[config.mk]
export PLATFORM = sky130hd
export DESIGN_NAME = bcd_hex_display
export DESIGN_NICKNAME = d
export VERILOG_FILES = /design/src/rtl/bcd_hex_display.sv
export SDC_FILE = /design/constraint.sdc
export NUM_CORES = 1
export LEC_CHECK = 0
export CAP_MARGIN = 20
export CORE_ASPECT_RATIO = 1.25
export CORE_MARGIN = 4
export CORE_UTILIZATION = 60
export DETAILED_ROUTE_END_ITERATION = 8
export DONT_BUFFER_PORTS = 1
export PLACE_DENSITY = 0.87
export SLEW_MARGIN = 5
export SYNTH_ARGS = -nofsm -noshare
export SYNTH_HDL_FRONTEND = slang
export SYNTH_SLANG_ARGS = --single-unit
[constraint.sdc]
create_clock -name Clk -period 2.1 [get_ports Clk]
set_clock_uncertainty 0.15 [all_clocks]
set_input_delay 0.21 -clock Clk [delete_from_list [all_inputs] [get_ports Clk]]
set_output_delay 0.21 -clock Clk [all_outputs]
set_load 0.03 [all_outputs]
[src/rtl/bcd_hex_display.sv]
// Binary-to-decimal display stage: double-dabble converter plus 7-segment encoder. Option: LEADING_ZERO_BLANK_EN.
// Latency: Start accepted at edge k -> HEX*/Done update at edge k+WIDTH+1; Busy high meanwhile.
// Backpressure: none; Start is ignored (not queued) while Busy, Value is captured only on acceptance.
module bcd_hex_display #(
  parameter int WIDTH  = 17,
  parameter int DIGITS = 6
) (
  input  logic             Clk,
  input  logic             Reset_Clear,
  input  logic             Start,
  input  logic [WIDTH-1:0] Value,
  output logic             Busy,
  output logic             Done,
  output logic [6:0]       HEX0,
  output logic [6:0]       HEX1,
  output logic [6:0]       HEX2,
  output logic [6:0]       HEX3,
  output logic [6:0]       HEX4,
  output logic [6:0]       HEX5
);

  typedef enum logic [1:0] {IDLE, SHIFT, LATCH} state_t;
  localparam int CNT_W = $clog2(WIDTH + 1);

  localparam logic [6:0] SEG_ZERO  = 7'b1000000;
  localparam logic [6:0] SEG_BLANK = 7'b1111111;

  state_t              state_q, state_d;
  logic [CNT_W-1:0]    cnt_q;
  logic [WIDTH-1:0]    bin_q;
  logic [4*DIGITS-1:0] bcd_q, bcd_adj;
  logic [6:0]          seg   [DIGITS];
  logic [6:0]          hex_q [DIGITS];

  function automatic logic [6:0] enc(input logic [3:0] nib);
    case (nib)
      4'd0:    enc = 7'b1000000;
      4'd1:    enc = 7'b1111001;
      4'd2:    enc = 7'b0100100;
      4'd3:    enc = 7'b0110000;
      4'd4:    enc = 7'b0011001;
      4'd5:    enc = 7'b0010010;
      4'd6:    enc = 7'b0000010;
      4'd7:    enc = 7'b1111000;
      4'd8:    enc = 7'b0000000;
      4'd9:    enc = 7'b0010000;
      default: enc = 7'b0111111;
    endcase
  endfunction

  // All nibbles are corrected in parallel before the shift.
  always_comb begin
    bcd_adj = bcd_q;
    for (int i = 0; i < DIGITS; i++) begin
      if (bcd_q[4*i +: 4] >= 4'd5)
        bcd_adj[4*i +: 4] = bcd_q[4*i +: 4] + 4'd3;
    end
  end

`ifdef LEADING_ZERO_BLANK_EN
  always_comb begin : seg_blank
    logic seen;
    seen = 1'b0;
    for (int i = DIGITS - 1; i >= 0; i--) begin
      seen   = seen | (bcd_q[4*i +: 4] != 4'd0);
      seg[i] = (seen || i == 0) ? enc(bcd_q[4*i +: 4]) : SEG_BLANK;
    end
  end
`else
  always_comb begin
    for (int i = 0; i < DIGITS; i++)
      seg[i] = enc(bcd_q[4*i +: 4]);
  end
`endif

  always_ff @(posedge Clk) begin
    if (!Reset_Clear) state_q <= IDLE;
    else              state_q <= state_d;
  end

  always_comb begin
    state_d = state_q;
    case (state_q)
      IDLE:    if (Start) state_d = SHIFT;
      SHIFT:   if (cnt_q == CNT_W'(1)) state_d = LATCH;
      LATCH:   state_d = IDLE;
      default: state_d = IDLE;
    endcase
  end

  always_ff @(posedge Clk) begin
    if (!Reset_Clear) begin
      bin_q <= '0;
      bcd_q <= '0;
      cnt_q <= '0;
      Done  <= 1'b0;
      for (int i = 0; i < DIGITS; i++) begin
`ifdef LEADING_ZERO_BLANK_EN
        hex_q[i] <= (i == 0) ? SEG_ZERO : SEG_BLANK;
`else
        hex_q[i] <= SEG_ZERO;
`endif
      end
    end else begin
      Done <= 1'b0;
      case (state_q)
        IDLE: begin
          if (Start) begin
            bin_q <= Value;
            bcd_q <= '0;
            cnt_q <= CNT_W'(WIDTH);
          end
        end
        SHIFT: begin
          {bcd_q, bin_q} <= {bcd_adj, bin_q} << 1;
          cnt_q          <= cnt_q - CNT_W'(1);
        end
        LATCH: begin
          hex_q <= seg;
          Done  <= 1'b1;
        end
        default: ;
      endcase
    end
  end

  assign Busy = (state_q != IDLE);

  // Six physical displays; DIGITS is expected to be at least 6.
  assign HEX0 = hex_q[0];
  assign HEX1 = hex_q[1];
  assign HEX2 = hex_q[2];
  assign HEX3 = hex_q[3];
  assign HEX4 = hex_q[4];
  assign HEX5 = hex_q[5];

endmodule

[Word-level counts from Yosys, hierarchy flattened]
Memories as Yosys holds them, arrays and structs flattened. A register that Yosys moved wholly into a read port is not among the register bits.
Index checks and enable logic that the tools add are counted.
W data, S select, Z words.
Storage, ports and cells
  flip-flop bits (word level): 49
  ROM bits: 672
  input port bits: 20
  logic and storage cells: 56
  memories: 6
Cells by class
  $add $sub $neg: 7
  magnitude comparators: 6
  equal/unequal tests: 5
  muxes and demuxes: 16
  reduce and logical (&&, ||, !) cells: 11
Memories
  (no name shown): words 16, bits a word 7, read ports 1, clocked after memory_dff 1, wr ports 0, RTL line 36  | case (nib)
  (no name shown): words 16, bits a word 7, read ports 1, clocked after memory_dff 1, wr ports 0, RTL line 36
  (no name shown): words 16, bits a word 7, read ports 1, clocked after memory_dff 1, wr ports 0, RTL line 36
  (no name shown): words 16, bits a word 7, read ports 1, clocked after memory_dff 1, wr ports 0, RTL line 36
  (no name shown): words 16, bits a word 7, read ports 1, clocked after memory_dff 1, wr ports 0, RTL line 36
  (no name shown): words 16, bits a word 7, read ports 1, clocked after memory_dff 1, wr ports 0, RTL line 36
Operators with widths (number)
  $pmux W24 S2: 1
  $pmux W17 S2: 1
  $ge A4 B3 Y1 const B: 6
  $mux W24: 1
  $add A4 B2 Y4 const B: 5
  $mux W4: 5
  $mux W17: 1
  $pmux W5 S2: 1
  $logic_not A1 Y1: 6
  $eq A5 B1 Y1 const B: 1
  $mux W5: 1
  $sub A5 B1 Y5 const B: 1
  $mux W2: 2
  $ne A2 B2 Y1 const B: 2
  $pmux W2 S2: 1
  $reduce_and A2 Y1: 2
  $reduce_bool A2 Y1: 2
  $add A3 B2 Y3 const B: 1
  $mux W3: 1
  $eq A2 B1 Y1 const B: 1
  $eq A2 B2 Y1 const B: 1
  $logic_not A2 Y1: 1
  $mux W1: 1

[Logic depth before layout (Yosys ltp)]
  depth in word-level cells: 3
  depth in mapped cells: 8
  gate-level depth less buffers: 7

[Worst setup path before layout]
Ideal clock, no wire load.
  path type: flip-flop to flip-flop
  start point: register bcd_q[1]
  end point: register bcd_q[2]
  setup time: 117 ps
  data arrival time: 1380 ps
  required time: 1833 ps
  path slack: 453 ps
  stages on the path, launching flop included: 7
  clock period less this slack: 1647 ps
  path through: dfxtp_1 > inv_1 > ha_1 > nand2b_1 > a21oi_1 > a21oi_1 > a22o_1
Between the ends
  cells in the longest elaborated chain, start to end: 3
  elaborated cells between the ends (all ways): 4
RTL lines
  start: declaration: RTL line 31  | logic [4*DIGITS-1:0] bcd_q, bcd_adj;
  start signal: assignment: RTL line 115  | {bcd_q, bin_q} <= {bcd_adj, bin_q} << 1;
  $add A4 B2 Y4 or $ge A4 B3 Y1 (tied branches): RTL line 56, 55
  $mux W4 (*): RTL line 55  | if (bcd_q[4*i +: 4] >= 4'd5)
  $pmux W24 S2 (*): RTL line 106  | case (state_q)
Mark *: on every way between the ends. The rest lies on a longest branch, timed or not.
A chain may end at the register's enable or synchronous reset.

[Worst setup path after layout]
  start point: register state_q[0]
  end point: output port Busy
Between the ends
  cells in the longest elaborated chain, start to end: 1
RTL lines
  start: declaration: RTL line 28  | state_t state_q, state_d;
  start signal: assignment: RTL line 78  | else state_q <= state_d;
  $reduce_bool A2 Y1: RTL line 127  | assign Busy = (state_q != IDLE);
  end: declaration: RTL line 12  | output logic Busy,
No other way between the ends.

==> reports/results.tsv <==
stage	metric	value	unit
floorplan	placementRows	36	
placed_design	port-buffer-count	0	
cts	clock_path_buffers	2	
cts	cts_hold_buffers_added	14	
synthesis	async_flop_share	0	%
worst_setup_path	critPathMaxFanout	28	
synthesis	yosysTopAreaCellShare	36.9	%
timing	fin_tns_setup	0	ns
final_layout	fin_area	0.00533	sq mm
global_routing	vias_in_the_first_global_route	4249	
cts	cts_repair_resize_count	0	
power	power.ir.vdd_worst	0.000508	V
job	cap_viol_max_count	0	
timing	layout_min_cycle_time	1.89	ns
min_path	hold_path_startpoint	Start	
synthesis	synth_edf_count	0	
routing	vias	4456	
floorplan	core-area	0.00788	sq mm
global_routing	global_route.usage.total	24.7	%
routing	met1Wirelength	4810	um
run_status	outcome	completed	
cts	clock_sink_count	91	
synthesis	synth_top_cells_by_area	dfxtp_1, ha_1, a21oi_1	
timing	worstMarginPinSlew	1.00	ns
synthesis	portion_of_the_post_synthesis_area_used_by_sequential_elements	36.9	%
power	leak_pwr	2.11	nW
routing	met2WireLength	5690	um
routing	routed_wl	11400	um
synthesis	synth.net_count	688	
timing	timing_max_transition_violations_final	0	
placed_design	detailedPlacementHpwl	7570	um
routing	drt-initial-drc-count	304	
global_routing	globalRouteOverflowTotal	0	
worst_setup_path	worstSetupStartpointType	register	
routing	route.detailed.drc	0	
cts	h-tree-depth	3	
synthesis	netlist_top_cells_count	nor2_1, dfxtp_1, a21oi_1, o21ai_0, nand2_1	
synthesis	netlist_area	0.00493	sq mm
cts	cts.repair_timing.setup_buffer_count	0	
placed_design	placed_cell_area	0.00496	sq mm
timing	rsz_0062_raised_after_global_routing	no	
synthesis	synthesis.yosys.warnings	0	
cts	cts_buffers	9	
worst_setup_path	worst-endpoint-required	1.74	ns
floorplan	floorplan.initialDensity	62.6	%
placed_design	dpl.cell_count	695	
routing	met3WireLength	635	um
final_layout	insertedDiodeCount	0	
synthesis	syn-mean-instance-area	7.79	sq um
routing	dr.max_layer_used	met4	
worst_setup_path	setup.worst_path.start	state_q[0]	
timing	max_freq	528	MHz
min_path	timing.hold.worst.class	input pin to register	
synthesis	dominantRegCellSynth	dfxtp_1	
synthesis	synthDominantAreaCellType	dfxtp_1	
worst_setup_path	r2r.worst_path.cells	6	
routing	routed_via_density	6.15	
cts	clk_latency	0.37	ns
floorplan	die-width	89.1	um
final_layout	design.final.nets	680	
placed_design	gp_routability_congestion	0.856	
routing	detail_route.first_pass.iterations	7	
synthesis	synthesis.instances	633	
min_path	timing.hold.worst_path_depth	3	
synthesis	number_of_synthesized_register_bits	91	
routing	post_drt_wl_per_cell	15.7	um
global_routing	grt_first_pass_wirelength	19500	um
worst_setup_path	reg2reg_setup_slack	0.22	ns
synthesis	yosysUniqueCellTypes	50	
timing	setup_violations	0	
final_layout	post_route_cells_drive_above_1_share	6.98	%
final_layout	flow.area_growth_from_synthesis	8.02	%
final_layout	layout.cells.non_filler	725	
synthesis	synth.most_common_cell	nor2_1	
cts	clock_tree_from_tritoncts	yes	
routing	final_antenna_net_count	0	
floorplan	chipHeight	109	um
global_routing	grt_antenna_before_repair	0	
worst_setup_path	worstReg2RegStart	bcd_q[17]	
worst_setup_path	timing.critical_path.to_type	output pin	
timing	final_hold_viol_count	0	
floorplan	fp.dieArea	0.00974	sq mm
floorplan	io-pin-count	64	
cts	clock-root-buffer	clkbuf_8	
power	power_density	655	mW/mm^2
timing	timing.slew.headroom	33.0	%
cts	clkTransAtPathRegs	0.09	ns
timing	period_utilization_post_route	90.1	%
worst_setup_path	arrival	1.53	ns
global_routing	grt_start_max_net_pins	79	
worst_setup_path	worstSetupPathType	register to output pin	
through the flow:
step / util, % / total power (W) / setup WS, ns / hold slack, ns
2_1_floorplan: - / 0.00217 / 0.453 / 0.240
3_3_place_gp: 62.9 / 0.00219 / 0.266 / 0.161
3_5_place_dp: 62.9 / 0.00221 / 0.260 / 0.167
4_1_cts: 67.6 / 0.00350 / 0.191 / 0.00395
5_1_grt: 67.6 / 0.00363 / 0.0528 / 0.0398
6_report: 67.6 / 0.00349 / 0.207 / 0.0142
placed cells by master (no fill, tap or decap), types with 13 or more instances in the layout:
| master | instances |
|---|---|
| dfxtp_1 | 91 |
| buf_4 | 13 |
| o21ai_0 | 70 |
| a21boi_0 | 13 |
| dlygate4sd3_1 | 13 |
| nand2b_1 | 13 |
| a21oi_1 | 87 |
| nor2_1 | 92 |
| ha_1 | 35 |
| nand2_1 | 44 |
| o221ai_1 | 16 |
| inv_1 | 31 |
worst max-delay path, cell delays in order, from the launching register on:
cell and delay (ns):
dfxtp_1 0.50, buf_4 0.37, or2_2 0.29
cells by family (layout without fill, tap and decap cells):
family	Yosys count	in the layout	synth area share, %
adders and majority gates	35	35	8.88
buffers and inverters	79	76	6.75
DFF	91	91	36.9
muxes	5	5	1.07
and+or+nand+nor	187	187	16.8
AOI/OAI and AO/OA	228	228	28.1
xor gates and xnor gates	8	8	1.42
flip-flops by register name, summed over array words and instances, names as in the netlist:
name / flops
HEX4: 7
HEX3: 7
Done: 1
state_q: 2
HEX1: 7
cnt_q: 5
HEX2: 7
HEX5: 7
HEX0: 7
bin_q: 17
bcd_q: 24
routing by layer:
metal  GRT usage (%)  up-vias
met5               0        -
met4            11.4        0
met3            3.82       28
met2            42.3      156
met1            29.9     2094
li1                -     2178
area by class of cell:
class                   instances  area, sq um
repair buffers                 28          275
clock inverters                 5         60.1
fillers                       613         2550
clock buffers                  11          151
inverters                      32          120
flip-flops and latches         91         1820
multi-input cells             463         2780
well taps                      95          119
power breakdown:
group	leakage (nW)	total (W)	internal, W	switching, W
Combinational	1.27	0.000356	0.000151	0.000205
Clock	0.106	0.00126	0.000620	0.000639
Sequential	0.739	0.00187	0.00179	0.0000836
path summary, 6_finish.rpt:
| path | endpoint |
|---|---|
| worst max-delay path | Busy |
| worst min-delay path | bcd_q[0] |
| worst max register to register | bcd_q[18] |
| worst min register to register | state_q[1] |
No activity file was read; power rests on OpenSTA's default activity.
